<file path="config.mk">
export PLATFORM = sky130hd
export DESIGN_NAME = instr_encoder
export DESIGN_NICKNAME = d
export VERILOG_FILES = /design/src/rtl/rv_isa_pkg.sv /design/src/rtl/instr_pack.sv /design/src/rtl/instr_encoder.sv
export SDC_FILE = /design/constraint.sdc
export NUM_CORES = 1
export LEC_CHECK = 0
export CAP_MARGIN = 20
export CORE_MARGIN = 2
export CORE_UTILIZATION = 63
export DETAILED_ROUTE_END_ITERATION = 12
export DONT_BUFFER_PORTS = 1
export PLACE_DENSITY = 0.79
export SLEW_MARGIN = 20
export SYNTH_ARGS = -nofsm -noshare
export SYNTH_HDL_FRONTEND = slang
export SYNTH_SLANG_ARGS = --single-unit
</file>
<file path="constraint.sdc">
create_clock -name clk -period 3.49 [get_ports clk]
set_input_delay 0.698 -clock clk [delete_from_list [all_inputs] [get_ports clk]]
set_output_delay 0.698 -clock clk [all_outputs]
set_load 0.02 [all_outputs]
</file>
<file path="src/rtl/rv_isa_pkg.sv">
// Shared RV32I encoding constants and the decoded-field bundle used by instr_encoder.
package rv_isa_pkg;

  localparam logic [6:0] OP_LUI    = 7'b0110111;
  localparam logic [6:0] OP_AUIPC  = 7'b0010111;
  localparam logic [6:0] OP_JAL    = 7'b1101111;
  localparam logic [6:0] OP_JALR   = 7'b1100111;
  localparam logic [6:0] OP_BRANCH = 7'b1100011;
  localparam logic [6:0] OP_LOAD   = 7'b0000011;
  localparam logic [6:0] OP_STORE  = 7'b0100011;
  localparam logic [6:0] OP_IMM    = 7'b0010011;
  localparam logic [6:0] OP_REG    = 7'b0110011;

  localparam logic [31:0] RV_NOP = 32'h0000_0013;

  typedef enum logic [2:0] {
    FMT_U, FMT_J, FMT_I, FMT_SH, FMT_B, FMT_S, FMT_R, FMT_BAD
  } fmt_e;

  typedef struct packed {
    logic [6:0]  opcode;
    logic [4:0]  rd;
    logic [4:0]  rs1;
    logic [4:0]  rs2;
    logic [31:0] imm;
    logic [4:0]  shamt;
    logic [2:0]  funct3;
    logic [6:0]  funct7;
  } enc_fields_t;

endpackage

</file>
<file path="src/rtl/instr_pack.sv">
// Combinational RV32I field packer with encodability flag.
// Immediate/funct7 range checking is present only when ENC_RANGE_CHECK_EN is defined.
module instr_pack
  import rv_isa_pkg::*;
(
  input  enc_fields_t fields,
  output logic [31:0] instr,
  output logic        err
);

  fmt_e        fmt;
  logic        range_err;
  logic [31:0] imm;

  assign imm = fields.imm;

  // NOTE: every always_comb output gets a default first so no path can infer a latch.
  always_comb begin
    fmt = FMT_BAD;
    unique case (fields.opcode)
      OP_LUI, OP_AUIPC:  fmt = FMT_U;
      OP_JAL:            fmt = FMT_J;
      OP_JALR, OP_LOAD:  fmt = FMT_I;
      OP_IMM:            fmt = (fields.funct3 == 3'b001 || fields.funct3 == 3'b101) ? FMT_SH : FMT_I;
      OP_BRANCH:         fmt = FMT_B;
      OP_STORE:          fmt = FMT_S;
      OP_REG:            fmt = FMT_R;
      default:           fmt = FMT_BAD;
    endcase
  end

  always_comb begin
    instr = RV_NOP;
    unique case (fmt)
      FMT_U:  instr = {imm[31:12], fields.rd, fields.opcode};
      FMT_J:  instr = {imm[20], imm[10:1], imm[11], imm[19:12], fields.rd, fields.opcode};
      FMT_I:  instr = {imm[11:0], fields.rs1, fields.funct3, fields.rd, fields.opcode};
      FMT_SH: instr = {fields.funct7, fields.shamt, fields.rs1, fields.funct3, fields.rd,
                       fields.opcode};
      FMT_B:  instr = {imm[12], imm[10:5], fields.rs2, fields.rs1, fields.funct3, imm[4:1],
                       imm[11], fields.opcode};
      FMT_S:  instr = {imm[11:5], fields.rs2, fields.rs1, fields.funct3, imm[4:0], fields.opcode};
      FMT_R:  instr = {fields.funct7, fields.rs2, fields.rs1, fields.funct3, fields.rd,
                       fields.opcode};
      default: instr = RV_NOP;
    endcase
  end

`ifdef ENC_RANGE_CHECK_EN
  // Fields are still packed truncated; this only reports that information was lost.
  always_comb begin
    range_err = 1'b0;
    unique case (fmt)
      FMT_I, FMT_S: range_err = (imm != {{20{imm[11]}}, imm[11:0]});
      FMT_B:        range_err = imm[0] | (imm != {{19{imm[12]}}, imm[12:0]});
      FMT_J:        range_err = imm[0] | (imm != {{11{imm[20]}}, imm[20:0]});
      FMT_U:        range_err = |imm[11:0];
      FMT_SH:       range_err = (fields.funct7 != 7'b0000000) && (fields.funct7 != 7'b0100000);
      default:      range_err = 1'b0;
    endcase
  end
`else
  assign range_err = 1'b0;
`endif

  assign err = (fmt == FMT_BAD) | range_err;

endmodule

</file>
<file path="src/rtl/instr_encoder.sv">
// Two-stage valid/ready RV32I instruction encoder with sequential byte addressing.
// Optional immediate range checking is enabled by defining ENC_RANGE_CHECK_EN.
module instr_encoder
  import rv_isa_pkg::*;
#(
  parameter int unsigned           ADDR_W    = 32,
  parameter logic [ADDR_W-1:0]     BASE_ADDR = '0
) (
  input  logic              clk,
  input  logic              rst_n,
  input  logic              flush,
  input  logic              in_valid,
  output logic              in_ready,
  input  logic [6:0]        e_opcode,
  input  logic [4:0]        e_rd,
  input  logic [4:0]        e_rs1,
  input  logic [4:0]        e_rs2,
  input  logic [31:0]       e_imm,
  input  logic [4:0]        e_shamt,
  input  logic [2:0]        e_funct3,
  input  logic [6:0]        e_funct7,
  output logic              out_valid,
  input  logic              out_ready,
  output logic [31:0]       out_instr,
  output logic [ADDR_W-1:0] out_addr,
  output logic              out_err,
  output logic [15:0]       enc_count
);

  enc_fields_t       in_fields, s1_fields_d, s1_fields_q;
  logic              s1_valid_d, s1_valid_q;
  logic              s2_valid_d, s2_valid_q;
  logic [31:0]       out_instr_d, out_instr_q;
  logic              out_err_d, out_err_q;
  logic [ADDR_W-1:0] addr_d, addr_q;
  logic [15:0]       count_d, count_q;
  logic [31:0]       pack_instr;
  logic              pack_err;
  logic              out_xfer, s1_advance, in_xfer;

  assign in_fields = '{opcode: e_opcode, rd: e_rd, rs1: e_rs1, rs2: e_rs2, imm: e_imm,
                       shamt: e_shamt, funct3: e_funct3, funct7: e_funct7};

  instr_pack u_pack (
    .fields (s1_fields_q),
    .instr  (pack_instr),
    .err    (pack_err)
  );

  always_comb begin
    // Flush overrides every handshake in the same cycle.
    out_xfer    = s2_valid_q & out_ready & ~flush;
    s1_advance  = s1_valid_q & (~s2_valid_q | out_xfer) & ~flush;
    in_ready    = (~s1_valid_q | s1_advance) & ~flush;
    in_xfer     = in_valid & in_ready;

    s1_valid_d  = s1_valid_q;
    s1_fields_d = s1_fields_q;
    s2_valid_d  = s2_valid_q;
    out_instr_d = out_instr_q;
    out_err_d   = out_err_q;
    addr_d      = addr_q;
    count_d     = count_q;

    if (flush) begin
      s1_valid_d = 1'b0;
      s2_valid_d = 1'b0;
      addr_d     = BASE_ADDR;
      count_d    = '0;
    end else begin
      if (in_xfer) begin
        s1_valid_d  = 1'b1;
        s1_fields_d = in_fields;
      end else if (s1_advance) begin
        s1_valid_d = 1'b0;
      end

      if (s1_advance) begin
        s2_valid_d  = 1'b1;
        out_instr_d = pack_instr;
        out_err_d   = pack_err;
      end else if (out_xfer) begin
        s2_valid_d = 1'b0;
      end

      if (out_xfer) begin
        addr_d = addr_q + ADDR_W'(4);
        if (count_q != 16'hFFFF) count_d = count_q + 16'd1;
      end
    end
  end

  // NOTE: sequential state uses non-blocking assignments only, so every flop samples
  // the pre-edge value of its neighbours regardless of process order.
  always_ff @(posedge clk) begin
    if (!rst_n) begin
      s1_valid_q  <= 1'b0;
      s2_valid_q  <= 1'b0;
      out_instr_q <= '0;
      out_err_q   <= 1'b0;
      addr_q      <= BASE_ADDR;
      count_q     <= '0;
    end else begin
      s1_valid_q  <= s1_valid_d;
      s2_valid_q  <= s2_valid_d;
      out_instr_q <= out_instr_d;
      out_err_q   <= out_err_d;
      addr_q      <= addr_d;
      count_q     <= count_d;
    end
  end

  // NOTE: the S1 payload is qualified by s1_valid_q, so it needs no reset.
  always_ff @(posedge clk) begin
    s1_fields_q <= s1_fields_d;
  end

  assign out_valid = s2_valid_q;
  assign out_instr = out_instr_q;
  assign out_err   = out_err_q;
  assign out_addr  = addr_q;
  assign enc_count = count_q;

endmodule

</file>
==> impl_metrics.toml, run 1 <==
[yosys]
async_reset_ff_share_pct = 0
netlist_area_mm2 = 0.005961
synth-seq-area-share_pct = 61.96
yosys_most_used_dff = "dfxtp_1"
synth_cells = 523
syn_area_per_cell_um2 = 11.40
yosysWarnings = 0
synth_top_cell_area_share_pct = 34.76
yosysTopAreaCell = "edfxtp_1"
synth.area.top_cells = "edfxtp_1 35%, dfxtp_1 27%, xor2_1 4.0%, nor2_1 3.8%, nand2_1 2.5%"
ys_ff_latch = 150
synth_cell_types = 57
synth-edff-count = 69

[flow_run]
drv_cap = 0

[timing]
setup_violations = 0
min_period_ps = 2555
worst_pin_slew_ps = 1041
fin_setup_tns_ps = 0
hold_viol = 0
fin_worst_skew_ps = 8.951
maxSlewViolCount = 0
rsz0062_at_grt = "false"
period_share_pct = 73.20
relSlewSlack_pct = 30.34
fmax_mhz = 391.4

[placed_design]
dp.cells = 616
gp_congestion = 0.8731
port_buffers = 0
dpl.hpwl_um = 8644

[global_route]
grt_pass1_vias = 3943
grt_max_degree = 48
grt_util_all_layers_pct = 25.15
antenna_found_initial = 0
grt_pass1_wl_um = 19530
grt.overflow.total = 0

[setup_path]
r2r-end = "out_instr[21]"
crit_start = "s1_fields_q[68]"
endpoint_kind = "flop"
crit_fanout = 14
r2r-start = "s1_fields_q[68]"
path_class = "reg2reg"
r2r_slack_ps = 940
r2r_cells = 4
cp.arrival_ps = 2980
startpoint_type = "flop"
cp-endpoint = "out_instr[21]"
cp.required_ps = 3910

[floorplanning]
ios = 157
row_count = 35
die_w_um = 101.3
die_h_um = 101.3
die-area_mm2 = 0.01026
core_area_mm2 = 0.009196
initial_core_util_pct = 64.82

[power_and_ir_drop]
total_power_mw = 3.872
ir_drop_mv = 0.4265
power_density_mw_per_mm2 = 582.7
leakagePower_nw = 2.135

[cts]
cts_sinks = 150
numCtsBuffers = 17
postCtsHoldBufs = 0
cts_setup_buffers = 0
clkLatencyLatePin_ps = 520
cts_max_path_buffers = 2
clkTransAtPathRegs_ps = 70
ctsHtreeMaxLevel = 4
cts_tree = "done"
post_cts_resized = 0
root_buffer = "clkbuf_8"

[layout]
drive_gt1_share_pct = 10.43
instances_no_fill = 648
areaGrowthSynthToFinish_pct = 11.48
antenna_cells = 0
layout.nets = 600
fillCellCount = 624

[routing]
ant_nets = 0
vias = 4128
drt-total-wl_um = 13020
drc = 0
via_per_inst = 6.370
dr.first_iter.drc_count = 241
firstDrtPassIters = 5
wl_per_cell_um = 20.09

[status]
status = "complete, no violations"

[worst_hold_path]
min_path_type = "in2reg"
-- final cells by class --
cell class              instances  area (um^2)  area share [%]
flip-flops and latches        150         3694           55.58
multi-input cells             343         2132           32.08
repair buffers                  6        57.56          0.8661
inverters                       6        22.52          0.3389
clock buffers                  17        414.1           6.232
clock inverters                15        186.4           2.806
well taps                     111        138.9           2.090
-- synthesized netlist by cell type (5+ instances only) --
cell	number
clkbuf_1	14
and3_1	5
dfxtp_1	81
a221oi_1	6
a22o_1	5
inv_1	6
a211oi_1	5
a22oi_1	18
edfxtp_1	69
xnor2_1	8
a21oi_1	28
nor2_1	61
or3_1	9
a222oi_1	6
nand2_1	40
nand3_1	23
mux2_2	6
nor3_1	6
nor2b_1	7
buf_2	7
nand4_1	16
o21ai_0	22
xor2_1	27
-- metrics by stage --
step / worst slack (ps) / area, um^2 / hold slack (ps) / util (%)
floorplan: 190.8 / 5964 / 488.7 / -
global placement: 956.2 / 6045 / 493.1 / 65.73
detailed placement: 923.6 / 6045 / 513.8 / 65.73
CTS: 986.1 / 6645 / 261.1 / 72.26
global route: 783.3 / 6645 / 249.4 / 72.26
finish: 935.3 / 6645 / 273.4 / 72.26
-- worst min path at each step --
stage / from / endpoint / depth (start not counted)
final: e_opcode[5] / s1_fields_q[67] / 0
after detailed placement: s1_fields_q[3] / out_instr[28] / 2
after global placement: s1_fields_q[2] / out_instr[27] / 2
after floorplan: s1_fields_q[0] / out_instr[25] / 2
after global routing: e_imm[7] / s1_fields_q[22] / 0
after CTS: e_funct7[0] / s1_fields_q[0] / 0
-- cells by family after synthesis --
kind of cell             share of synthesized area [%]
AO/OA/AOI/OAI                                    12.41
XOR/XNOR                                         5.143
adder cells (fa/ha/maj)                         0.4197
buffers and inverters                            2.351
flip-flops                                       61.96
multiplexers                                     2.036
other                                          0.06291
AND/OR/NAND/NOR                                  15.62
-- power breakdown --
part | internal (mW) | switching [mW] | total [mW] | leakage (nW)
combinational | 0.0303 | 0.0638 | 0.0941 | 0.539
clock | 1.05 | 0.781 | 1.83 | 0.296
sequential | 1.90 | 0.0393 | 1.94 | 1.30
-- worst max-delay path: stages, from the launching register on --
cell and delay [ps]:
edfxtp_1 600, or3b_1 510, nor2_1 820, a221oi_1 240, a211oi_1 300
-- cells in the final DEF, fill, tap and decap left out, types with 3 or more instances in the layout --
master | netlist | final
nor2b_1 | 7 | 7
buf_4 | 2 | 5
clkbuf_16 | 0 | 16
nor2_1 | 61 | 61
inv_1 | 6 | 6
a22oi_1 | 18 | 18
nor3_1 | 6 | 6
a221oi_1 | 6 | 6
or3_1 | 9 | 9
a22o_1 | 5 | 5
and3_1 | 5 | 5
a211oi_1 | 5 | 5
nand3_1 | 23 | 23
xor2_1 | 27 | 27
nand2_1 | 40 | 40
mux2_2 | 6 | 6
mux2_1 | 3 | 3
o21ai_0 | 22 | 22
a21oi_1 | 28 | 28
a222oi_1 | 6 | 6
nor4_1 | 4 | 4
dfxtp_1 | 81 | 81
a31oi_1 | 3 | 3
xnor2_1 | 8 | 8
inv_8 | 0 | 5
nand4_1 | 16 | 16
edfxtp_1 | 69 | 69
inv_6 | 0 | 3
-- routing by layer --
layer,vias to the layer above,routed length [um],GRT usage (%)
li1,1939,-,-
met1,1959,4853,27.69
met2,195,6714,43.05
met3,35,1153,10.77
met4,0,301,9.979
met5,-,0,0
-- registers in the layout (all words and copies together), names as in the netlist --
name         flops
out_err          1
out_instr       32
out_addr        30
out_valid        1
s1_fields_q     69
enc_count       16
s1_valid_q       1
No activity file was read; power rests on OpenSTA's default activity.
==> run 2, diff against run 1 <==
==> constraint.sdc (replaced) <==
create_clock -name clk -period 2.4 [get_ports clk]
set_input_delay 0.48 -clock clk [delete_from_list [all_inputs] [get_ports clk]]
set_output_delay 0.48 -clock clk [all_outputs]
set_load 0.02 [all_outputs]
==> run 2 against run 1 <==
  * Sequential power increased by 45%
  * Sequential share of layout area decreased by 1.6 points
  * First-iteration DRC count is 9.5% lower
  * Sequential cell count unchanged
  * Global-route usage rose by 0.52 points
  * Total power increased by 43%
  * Highest routed layer unchanged
  * Non-clock buffer count is 28 higher
  * Via count is 1.5% higher
  * Clock skew about the same
  * Critical path depth is 2 higher
==> impl_metrics.toml, run 2 (synthesis results as in run 1) <==
[status]
status = "complete, no violations"

[floorplanning]
ios = 157
die_w_um = 101.3
die-area_mm2 = 0.01026
core_area_mm2 = 0.009196
initial_core_util_pct = 64.82
die_h_um = 101.3
row_count = 35

[layout]
mostFrequentLayoutCells = "81 x dfxtp_1, 69 x edfxtp_1, 60 x nor2_1"
layout.nets = 628
areaGrowthSynthToFinish_pct = 14.88
largest_register = "s1_fields_q"
drive_gt1_share_pct = 14.87
layout_commonest_cell = "dfxtp_1"
antenna_cells = 0
fin_util_pct = 74.46
largest_register_ffs = 69

[power_and_ir_drop]
leakagePower_nw = 2.277
ir_drop_mv = 0.6949
total_power_mw = 5.541
power_density_mw_per_mm2 = 809.1

[timing]
maxSlewViolCount = 0
setup_violations = 0
rsz0062_at_grt = "false"
relSlewSlack_pct = 61.26
fin_setup_tns_ps = 0
fin_worst_skew_ps = 9.356
hold_viol = 0
fmax_mhz = 431.3
min_period_ps = 2318
worst_pin_slew_ps = 581.1
period_share_pct = 96.60

[setup_path]
crit_buf_inv = 0
crit_fanout = 9
cp-endpoint = "out_instr[25]"
cp.required_ps = 2800
cp_slowest_cell = "edfxtp_1"
cp.arrival_ps = 2710
critPathMaxStageDelay_ps = 550
r2r_cells = 6
r2r-end = "out_instr[25]"
cp.depth = 6
crit_start = "s1_fields_q[67]"
path_class = "reg2reg"
cp_cell_sequence = "nand4bb_4 > a2111oi_4 > o22ai_2 > or2_1 > a222oi_1 > a21oi_1"
r2r_slack_ps = 80
r2r-start = "s1_fields_q[67]"
endpoint_kind = "flop"
crit_family = "compound AO/OA/AOI/OAI gates"
startpoint_type = "flop"

[global_route]
grt.overflow.total = 0
grt_util_all_layers_pct = 25.67
grt_pass1_wl_um = 19850
antenna_found_initial = 0
grt_pass1_vias = 4060
grt_max_degree = 70

[placed_design]
port_buffers = 0
gp_congestion = 0.9535
dpl.hpwl_um = 8914

[cts]
cts_setup_buffers = 0
clkTransAtPathRegs_ps = 70
root_buffer = "clkbuf_8"
post_cts_resized = 0
cts_max_path_buffers = 2
cts_sinks = 150
postCtsHoldBufs = 0
numCtsBuffers = 17
ctsHtreeMaxLevel = 4
clkLatencyLatePin_ps = 530
cts_tree = "done"

[routing]
firstDrtPassIters = 7
drt-total-wl_um = 13070
via_per_inst = 6.200
vias = 4191
dr.first_iter.drc_count = 218
drc = 0
ant_nets = 0
wl_per_cell_um = 19.33

[worst_hold_path]
min_path_type = "in2reg"

[flow_run]
drv_cap = 0
## run 2: cell types whose count changed in the layout (fill, tap and decap cells not counted)
cell,before,now
clkinv_8,1,0
clkbuf_8,1,2
clkbuf_1,0,1
buf_12,1,2
nor2_1,61,60
clkinv_2,1,3
inv_8,5,1
clkinvlp_4,0,1
clkinvlp_2,1,0
clkinv_4,2,3
nor2_2,0,1
buf_4,5,32
## run 2: worst register-to-register path, stage by stage (launching register included)
cell	delay, ps
edfxtp_1	550
nand4bb_4	300
a2111oi_4	400
o22ai_2	210
or2_1	330
a222oi_1	270
a21oi_1	120
## run 2: worst min path at each step
stage / endpoint / cells after the start / from
4_1_cts: s1_fields_q[52] / 0 / e_rs1[0]
3_3_place_gp: out_instr[30] / 2 / s1_fields_q[25]
3_5_place_dp: out_instr[27] / 2 / s1_fields_q[2]
2_1_floorplan: out_instr[25] / 2 / s1_fields_q[0]
5_1_grt: s1_fields_q[55] / 0 / e_rs1[3]
6_report: s1_fields_q[55] / 0 / e_rs1[3]
## run 2: area by class of cell
| class | instances | area, um^2 |
|---|---|---|
| Inverter | 6 | 22.52 |
| Timing Repair Buffer | 34 | 280.3 |
| Multi-Input combinational cell | 343 | 2135 |
| Clock buffer | 19 | 431.7 |
| Clock inverter | 13 | 146.4 |
| Tap cell | 111 | 138.9 |
| Sequential cell | 150 | 3694 |
| Fill cell | 582 | 2349 |
## run 2: metrics by stage
step	instance area, um^2	instances	hold slack, ps	setup WS (ps)
2_1_floorplan	5966	524	488.7	21.10
3_3_place_gp	6270	644	498.9	283.8
3_5_place_dp	6270	644	510.7	109.2
4_1_cts	6848	676	14.37	107.4
5_1_grt	6848	676	15.65	4.384
6_report	6848	676	42.26	81.60
## run 2: routing by layer
layer	wire, um	GRT usage, %	vias to the layer above
li1	-	-	1989
met1	4825	26.63	2002
met2	6830	45.13	180
met3	1143	11.66	20
met4	266	10.40	0
met5	0	0	-
## run 2: where the power goes
part	switching (mW)	internal [mW]	total [mW]
Combinational	0.101	0.0540	0.155
Clock	1.05	1.52	2.57
Sequential	0.0485	2.77	2.82
